<file path="config.mk">
export PLATFORM = sky130hd
export DESIGN_NAME = fetch_pc_controller
export DESIGN_NICKNAME = d
export VERILOG_FILES = /design/src/rtl/fetch_pc_controller.sv
export SDC_FILE = /design/constraint.sdc
export NUM_CORES = 1
export LEC_CHECK = 0
export ABC_AREA = 1
export CAP_MARGIN = 10
export CORE_AREA = 2 2 167 169
export CTS_CLUSTER_SIZE = 20
export DETAILED_ROUTE_END_ITERATION = 10
export DIE_AREA = 0 0 169 171
export HOLD_SLACK_MARGIN = 0.03
export PLACE_DENSITY = 0.73
export SLEW_MARGIN = 20
export SYNTH_ARGS = -nofsm -noshare
export SYNTH_HDL_FRONTEND = slang
export SYNTH_SLANG_ARGS = --single-unit
</file>
<file path="constraint.sdc">
create_clock -name clk -period 2.3 [get_ports clk]
set_input_delay 0.46 -clock clk [delete_from_list [all_inputs] [get_ports clk]]
set_output_delay 0.46 -clock clk [all_outputs]
set_load 0.02 [all_outputs]
</file>
<file path="src/rtl/fetch_pc_controller.sv">
// Architectural PC holder and instruction fetch/decode front end for the SEQ Y86-64 core.
// Fetches ten bytes at pc, splits them into fields, and waits for pc_done before the next fetch.
module fetch_pc_controller #(
    parameter logic [63:0] RESET_PC    = 64'h0,
    parameter int          IMEM_BYTES  = 4096,
    parameter int          ACK_TIMEOUT = 16
) (
    input  logic        clk,
    input  logic        rst_n,
    output logic        imem_req,
    output logic [63:0] imem_addr,
    input  logic        imem_ack,
    input  logic [79:0] imem_rdata,
    input  logic        imem_error,
    input  logic [63:0] new_pc,
    input  logic        pc_done,
    output logic        instr_valid,
    output logic [63:0] pc,
    output logic [3:0]  icode,
    output logic [3:0]  ifun,
    output logic [3:0]  rA,
    output logic [3:0]  rB,
    output logic [63:0] valC,
    output logic [63:0] valP,
    output logic [2:0]  stat
);
    typedef enum logic [1:0] {S_FETCH, S_ISSUE, S_STOP} state_t;

    localparam logic [2:0]  STAT_AOK = 3'd1;
    localparam logic [2:0]  STAT_HLT = 3'd2;
    localparam logic [2:0]  STAT_ADR = 3'd3;
    localparam logic [2:0]  STAT_INS = 3'd4;
    localparam int          CW       = $clog2(ACK_TIMEOUT + 1);
    localparam logic [63:0] PC_LIMIT = 64'(IMEM_BYTES);

    state_t        state;
    logic [CW-1:0] tmo_cnt;

    logic [3:0]  d_icode, d_ifun, d_ra, d_rb;
    logic        need_regids, need_valc, instr_ok;
    logic [63:0] d_valc, d_valp;

    assign imem_addr = pc;

    always_comb begin
        d_icode     = imem_rdata[7:4];
        d_ifun      = imem_rdata[3:0];
        need_regids = 1'b0;
        need_valc   = 1'b0;
        instr_ok    = 1'b0;
        case (d_icode)
            4'h2, 4'h7: instr_ok = (d_ifun <= 4'd6);
            4'h6:       instr_ok = (d_ifun <= 4'd3);
            4'h0, 4'h1, 4'h3, 4'h4, 4'h5, 4'h8, 4'h9, 4'hA, 4'hB:
                        instr_ok = (d_ifun == 4'd0);
            default:    instr_ok = 1'b0;
        endcase
        case (d_icode)
            4'h2, 4'h3, 4'h4, 4'h5, 4'h6, 4'hA, 4'hB: need_regids = 1'b1;
            default: need_regids = 1'b0;
        endcase
        case (d_icode)
            4'h3, 4'h4, 4'h5, 4'h7, 4'h8: need_valc = 1'b1;
            default: need_valc = 1'b0;
        endcase
        d_ra = need_regids ? imem_rdata[15:12] : 4'hF;
        d_rb = need_regids ? imem_rdata[11:8]  : 4'hF;
        // The constant starts one byte later when a register byte is present.
        if (!need_valc)       d_valc = 64'd0;
        else if (need_regids) d_valc = imem_rdata[79:16];
        else                  d_valc = imem_rdata[71:8];
        d_valp = pc + 64'd1 + {63'd0, need_regids} + (need_valc ? 64'd8 : 64'd0);
    end

    always_ff @(posedge clk or negedge rst_n) begin
        if (!rst_n) begin
            state       <= S_FETCH;
            pc          <= RESET_PC;
            stat        <= STAT_AOK;
            imem_req    <= 1'b0;
            instr_valid <= 1'b0;
            icode       <= 4'h1;
            ifun        <= 4'h0;
            rA          <= 4'hF;
            rB          <= 4'hF;
            valC        <= 64'd0;
            valP        <= 64'd0;
            tmo_cnt     <= '0;
        end else begin
            case (state)
                S_FETCH: begin
                    if (pc >= PC_LIMIT) begin
                        imem_req <= 1'b0;
                        stat     <= STAT_ADR;
                        state    <= S_STOP;
                    end else if (imem_req && imem_ack) begin
                        // An ack only counts against a request already on the bus.
                        imem_req <= 1'b0;
                        if (imem_error) begin
                            stat  <= STAT_ADR;
                            state <= S_STOP;
                        end else begin
                            icode <= d_icode;
                            ifun  <= d_ifun;
                            rA    <= d_ra;
                            rB    <= d_rb;
                            valC  <= d_valc;
                            valP  <= d_valp;
                            if (!instr_ok) begin
                                stat  <= STAT_INS;
                                state <= S_STOP;
                            end else if (d_icode == 4'h0) begin
                                stat  <= STAT_HLT;
                                state <= S_STOP;
                            end else begin
                                instr_valid <= 1'b1;
                                state       <= S_ISSUE;
                            end
                        end
                    end else if (tmo_cnt == CW'(ACK_TIMEOUT - 1)) begin
                        imem_req <= 1'b0;
                        stat     <= STAT_ADR;
                        state    <= S_STOP;
                    end else begin
                        imem_req <= 1'b1;
                        tmo_cnt  <= tmo_cnt + 1'b1;
                    end
                end
                S_ISSUE: begin
                    if (pc_done) begin
                        pc          <= new_pc;
                        instr_valid <= 1'b0;
                        tmo_cnt     <= '0;
                        imem_req    <= (new_pc < PC_LIMIT);
                        state       <= S_FETCH;
                    end
                end
                default: begin
                    imem_req    <= 1'b0;
                    instr_valid <= 1'b0;
                end
            endcase
        end
    end
endmodule
</file>
==> summary.md <==
Sequential cells were found to cover 52.78% of the synthesized design area. Counting along the longest clock path gives a buffer depth of 3. For the hold violation count in the final report, the log shows 0. Final routed wire length divided by cell count: 16.84 µm.

For this run, the number of Yosys warnings is 0. For the half-perimeter wire length after placement, the log shows 24.39 mm. The tools report the maximum level of the CTS H-tree as 1. The first-pass GRT wire length is 50.22 mm, and the die outline width is 169 µm.

In the global route stage, overall resource usage came out at 21.99%. After Yosys synthesis, XOR and XNOR cells account for 1.005% of the synthesized area. Summed over all nets, the switching power comes to 1.944 mW.

Across the VDD grid, the largest voltage drop is 0.4688 mV. The family with the most delay on the worst path is buffers and inverters. The run gives 0 as the residual antenna-violating net count after detailed routing.

The clock drives 220 sinks. Yosys mapped the design onto 29 distinct sky130hd cell types. Cells with a size suffix above 1 make up 7.183% of the layout.

Power per standard cell area: 552.1 nW/µm². Summing the areas of all compound-gate instances in the mapped netlist gives 12.56% of the synthesized area. Number of placement rows: 61. For the pin with the worst max-slew slack, the measured transition is 0.7313 ns. For this run the aggregate overflow at the end of global routing stands at 0. The completed layout was analyzed and its total power is 8.598 mW. The total via count after detailed routing is 9302, and the count of unresolved DRC violations after routing is 0. Synthesis handed over a netlist of 1237 instances. Max-cap violations in this run came to 0. The post-synth net total is 1391. The slowest stage of the critical path belongs to the cell clkdlybuf4s50_1.

Summing the areas of all and, or, nand and nor instances in the mapped netlist gives 16.89% of the synthesized area. The fmax was 456.7 MHz; the cell area after placement was 14700 µm². In this run the worst hold path is classified as in -> reg.

In this run switching power makes up 22.61% of total power. For this run, the detailed router's first-pass iteration total came to 5. For this run, the post-layout net count is 1751.

Of the total power, registers draw 45.0%. The worst path needs 2.190 ns of the cycle, external delays included. The tools report the number of global-route vias before repair as 9329.

The area growth from synthesis to layout was 48.96%; the per-cell via count in the routed design was 4.743. The portion of total power attributed to the clock network is 47.1%, and the largest stage delay on the critical path is 0.68 ns. The internal power contribution was 6.654 mW; the number of port buffers was 425.

By startpoint and endpoint, the worst setup path is classified as reg -> out. After synthesis the netlist holds a flip-flop and latch count of 220. The combined area of all synthesized cells came out at 10450 µm². TritonCTS built the clock tree. Hold is met by 0.4272 ns. Measured along the y axis, the die boundary spans 171 µm. Setup violations remaining at the end of the flow were counted as 0. The final critical-path share of the clock period is 95.21%. The sort of element at the end of the critical path was an output pin. The tools report the count of antenna diodes in the layout as 0.

Final count of pins violating max slew: 0. The number of antenna violations at the first check in global routing was 0; the count of buffering cells on the critical path with inverters included was 1. Entering global routing, the biggest net connects 164 pins. The placeable core area was 27320 µm²; the hold-critical path depth was 4. The initial core utilization was 38.26%; the final wirelength was 33.03 mm.

The flow ran to the end, and the final reports show no timing, DRC or antenna violations. For the worst setup path, the data arrival time is 1.73 ns. For the number of DRC markers after the initial detailed-route iteration, the log shows 690. The summed area of non-filler cells in the final layout is 15570 µm², and the TritonCTS buffer count is 24. The static leakage is 7.320 nW, and the setup slack after layout is 0.1102 ns. Summing the areas of all fa, ha and maj instances in the mapped netlist gives 0.5984% of the synthesized area.

The portion of synthesized area spent on multiplexers is 1.185%. The signal on the critical path passes through clkdlybuf4s50_1. STA classifies the critical path startpoint as a flip-flop. Between clock sinks in the finished design, the worst skew comes to 0.008570 ns. After synthesis, the largest family of logic cells by area is simple AND/OR/NAND/NOR gates. The run gives 28900 µm² as the die outline area. Headroom to the max-slew limit came out at 51.25%.

The depth of the worst register-to-register path was 11. The critical path depth was 1. The clock transition at the registers of the reported paths is 0.06 ns, and the biggest fanout along the worst timing path is 2. Pin placement for this block handled 426 I/O pins. Before CTS, the worst setup slack after placement is -0.4675 ns. Each instance of the synthesized netlist takes up on average 8.451 µm².

At the end of routability-driven placement, the weighted congestion stood at 0.8367. Combinational logic burns 7.9% of the power. Post-CTS timing repair inserted 0 buffers for setup. The latest clock arrival within the worst-skew pair was 0.52 ns.

The tree is rooted in a clkbuf_16. The required time at the worst-slack endpoint was 1.84 ns.
==> worst register-to-register path: cells and delay by family (launching register included) <==
| family | cells | cell delay, ns |
|---|---|---|
| buffers and inverters | 2 | 0.32 |
| flip-flops | 1 | 0.42 |
| AND/OR/NAND/NOR | 9 | 1.22 |
==> per-layer routing <==
layer	wire, µm	global-route usage (%)
met1	13180	25.92
met2	15930	38.17
met3	2537	5.760
met4	1385	9.216
met5	0	0
==> flip-flops by register name (all words and copies together), names as in the netlist <==
signal,count
rA,4
tmo_cnt,5
valP,64
stat,3
imem_req,1
valC,64
imem_addr,64
state,2
rB,4
instr_valid,1
icode,4
ifun,4
==> cell usage after synthesis <==
library cell | number | area, µm²
nand2_1 | 266 | 998.5
dfrtp_1 | 210 | 5255
inv_1 | 193 | 724.4
nor2_1 | 134 | 503.0
o21ai_1 | 84 | 420.4
buf_4 | 65 | 488.0
o211ai_1 | 65 | 488.0
o21ai_0 | 62 | 310.3
clkbuf_1 | 24 | 90.09
buf_2 | 18 | 90.09
nand3_1 | 16 | 80.08
nand4_1 | 16 | 100.1
buf_6 | 14 | 157.7
mux2_2 | 11 | 123.9
a21oi_1 | 10 | 50.05
dfstp_2 | 10 | 262.8
xor2_1 | 9 | 78.83
ha_1 | 5 | 62.56
nor2_2 | 5 | 31.28
o21ai_2 | 5 | 43.79
nor3_1 | 4 | 20.02
xnor2_1 | 3 | 26.28
buf_1 | 2 | 7.510
and2_0 | 1 | 6.260
clkinv_1 | 1 | 3.750
clkinv_2 | 1 | 5.000
nand2_2 | 1 | 6.260
nand4_2 | 1 | 12.51
nor3b_1 | 1 | 7.510
==> per-stage QoR <==
stage	setup TNS (ns)	util, %	instances
detailed placement	-21.93	53.78	1915
global placement	-15.60	53.78	1915
floorplan	0	-	1237
finish	0	56.99	1961
CTS	0	56.86	1960
global route	-0.01815	56.99	1961
==> power groups by stage <==
stage / logic (mW) / clock network [mW] / registers (mW)
6_report: 0.680 / 4.05 / 3.87
5_1_grt: 0.752 / 4.30 / 3.87
4_1_cts: 0.688 / 4.14 / 3.87
3_5_place_dp: 0.682 / 0 / 3.94
3_3_place_gp: 0.674 / 0 / 3.94
2_1_floorplan: 0.235 / 0 / 3.94
==> path summary, 6_finish.rpt <==
path,start,endpoint,slack (ns)
min in group asynchronous,rst_n,valC[26],0.50
worst min-delay path,imem_rdata[6],icode[2],0.43
worst max-delay path,icode[0],icode[0],0.11
worst max register to register,imem_addr[36],valP[45],0.22
worst min register to register,stat[0],stat[0],0.47
max in group asynchronous,rst_n,stat[0],1.02
==> placed cells by master, fill, tap and decap left out, types with 11 or more instances in the layout <==
master and n:
mux2_2 11, o21ai_1 86, o211ai_1 65, nand3_1 16
nand4_1 16, buf_4 20, o21ai_0 60, nor2_1 133
clkbuf_16 26, dfrtp_1 210, clkdlybuf4s50_1 423, inv_1 190
nand2_1 263
==> cells by family after synthesis <==
kind of cell,after synthesis
compound gates,226
xor+xnor,12
fa+ha+maj,5
buf+inv,318
flops,220
mux,11
simple gates,445
==> final cells by class <==
type                    instances  area [µm²]
clock inverters                12       140.1
clock buffers                  32       691.9
fillers                      2429       11750
inverters                     195       734.5
well taps                     346       432.9
flip-flops and latches        220        5518
repair buffers                457        4647
multi-input cells             699        3408
==> repair_timing <==
item	in CTS	in global routing
gates resized for setup	0	8
endpoints found under the setup margin	0	9
hold endpoints to repair	66	0
hold buffers	1	0
Power figures use the tool's default switching activity.
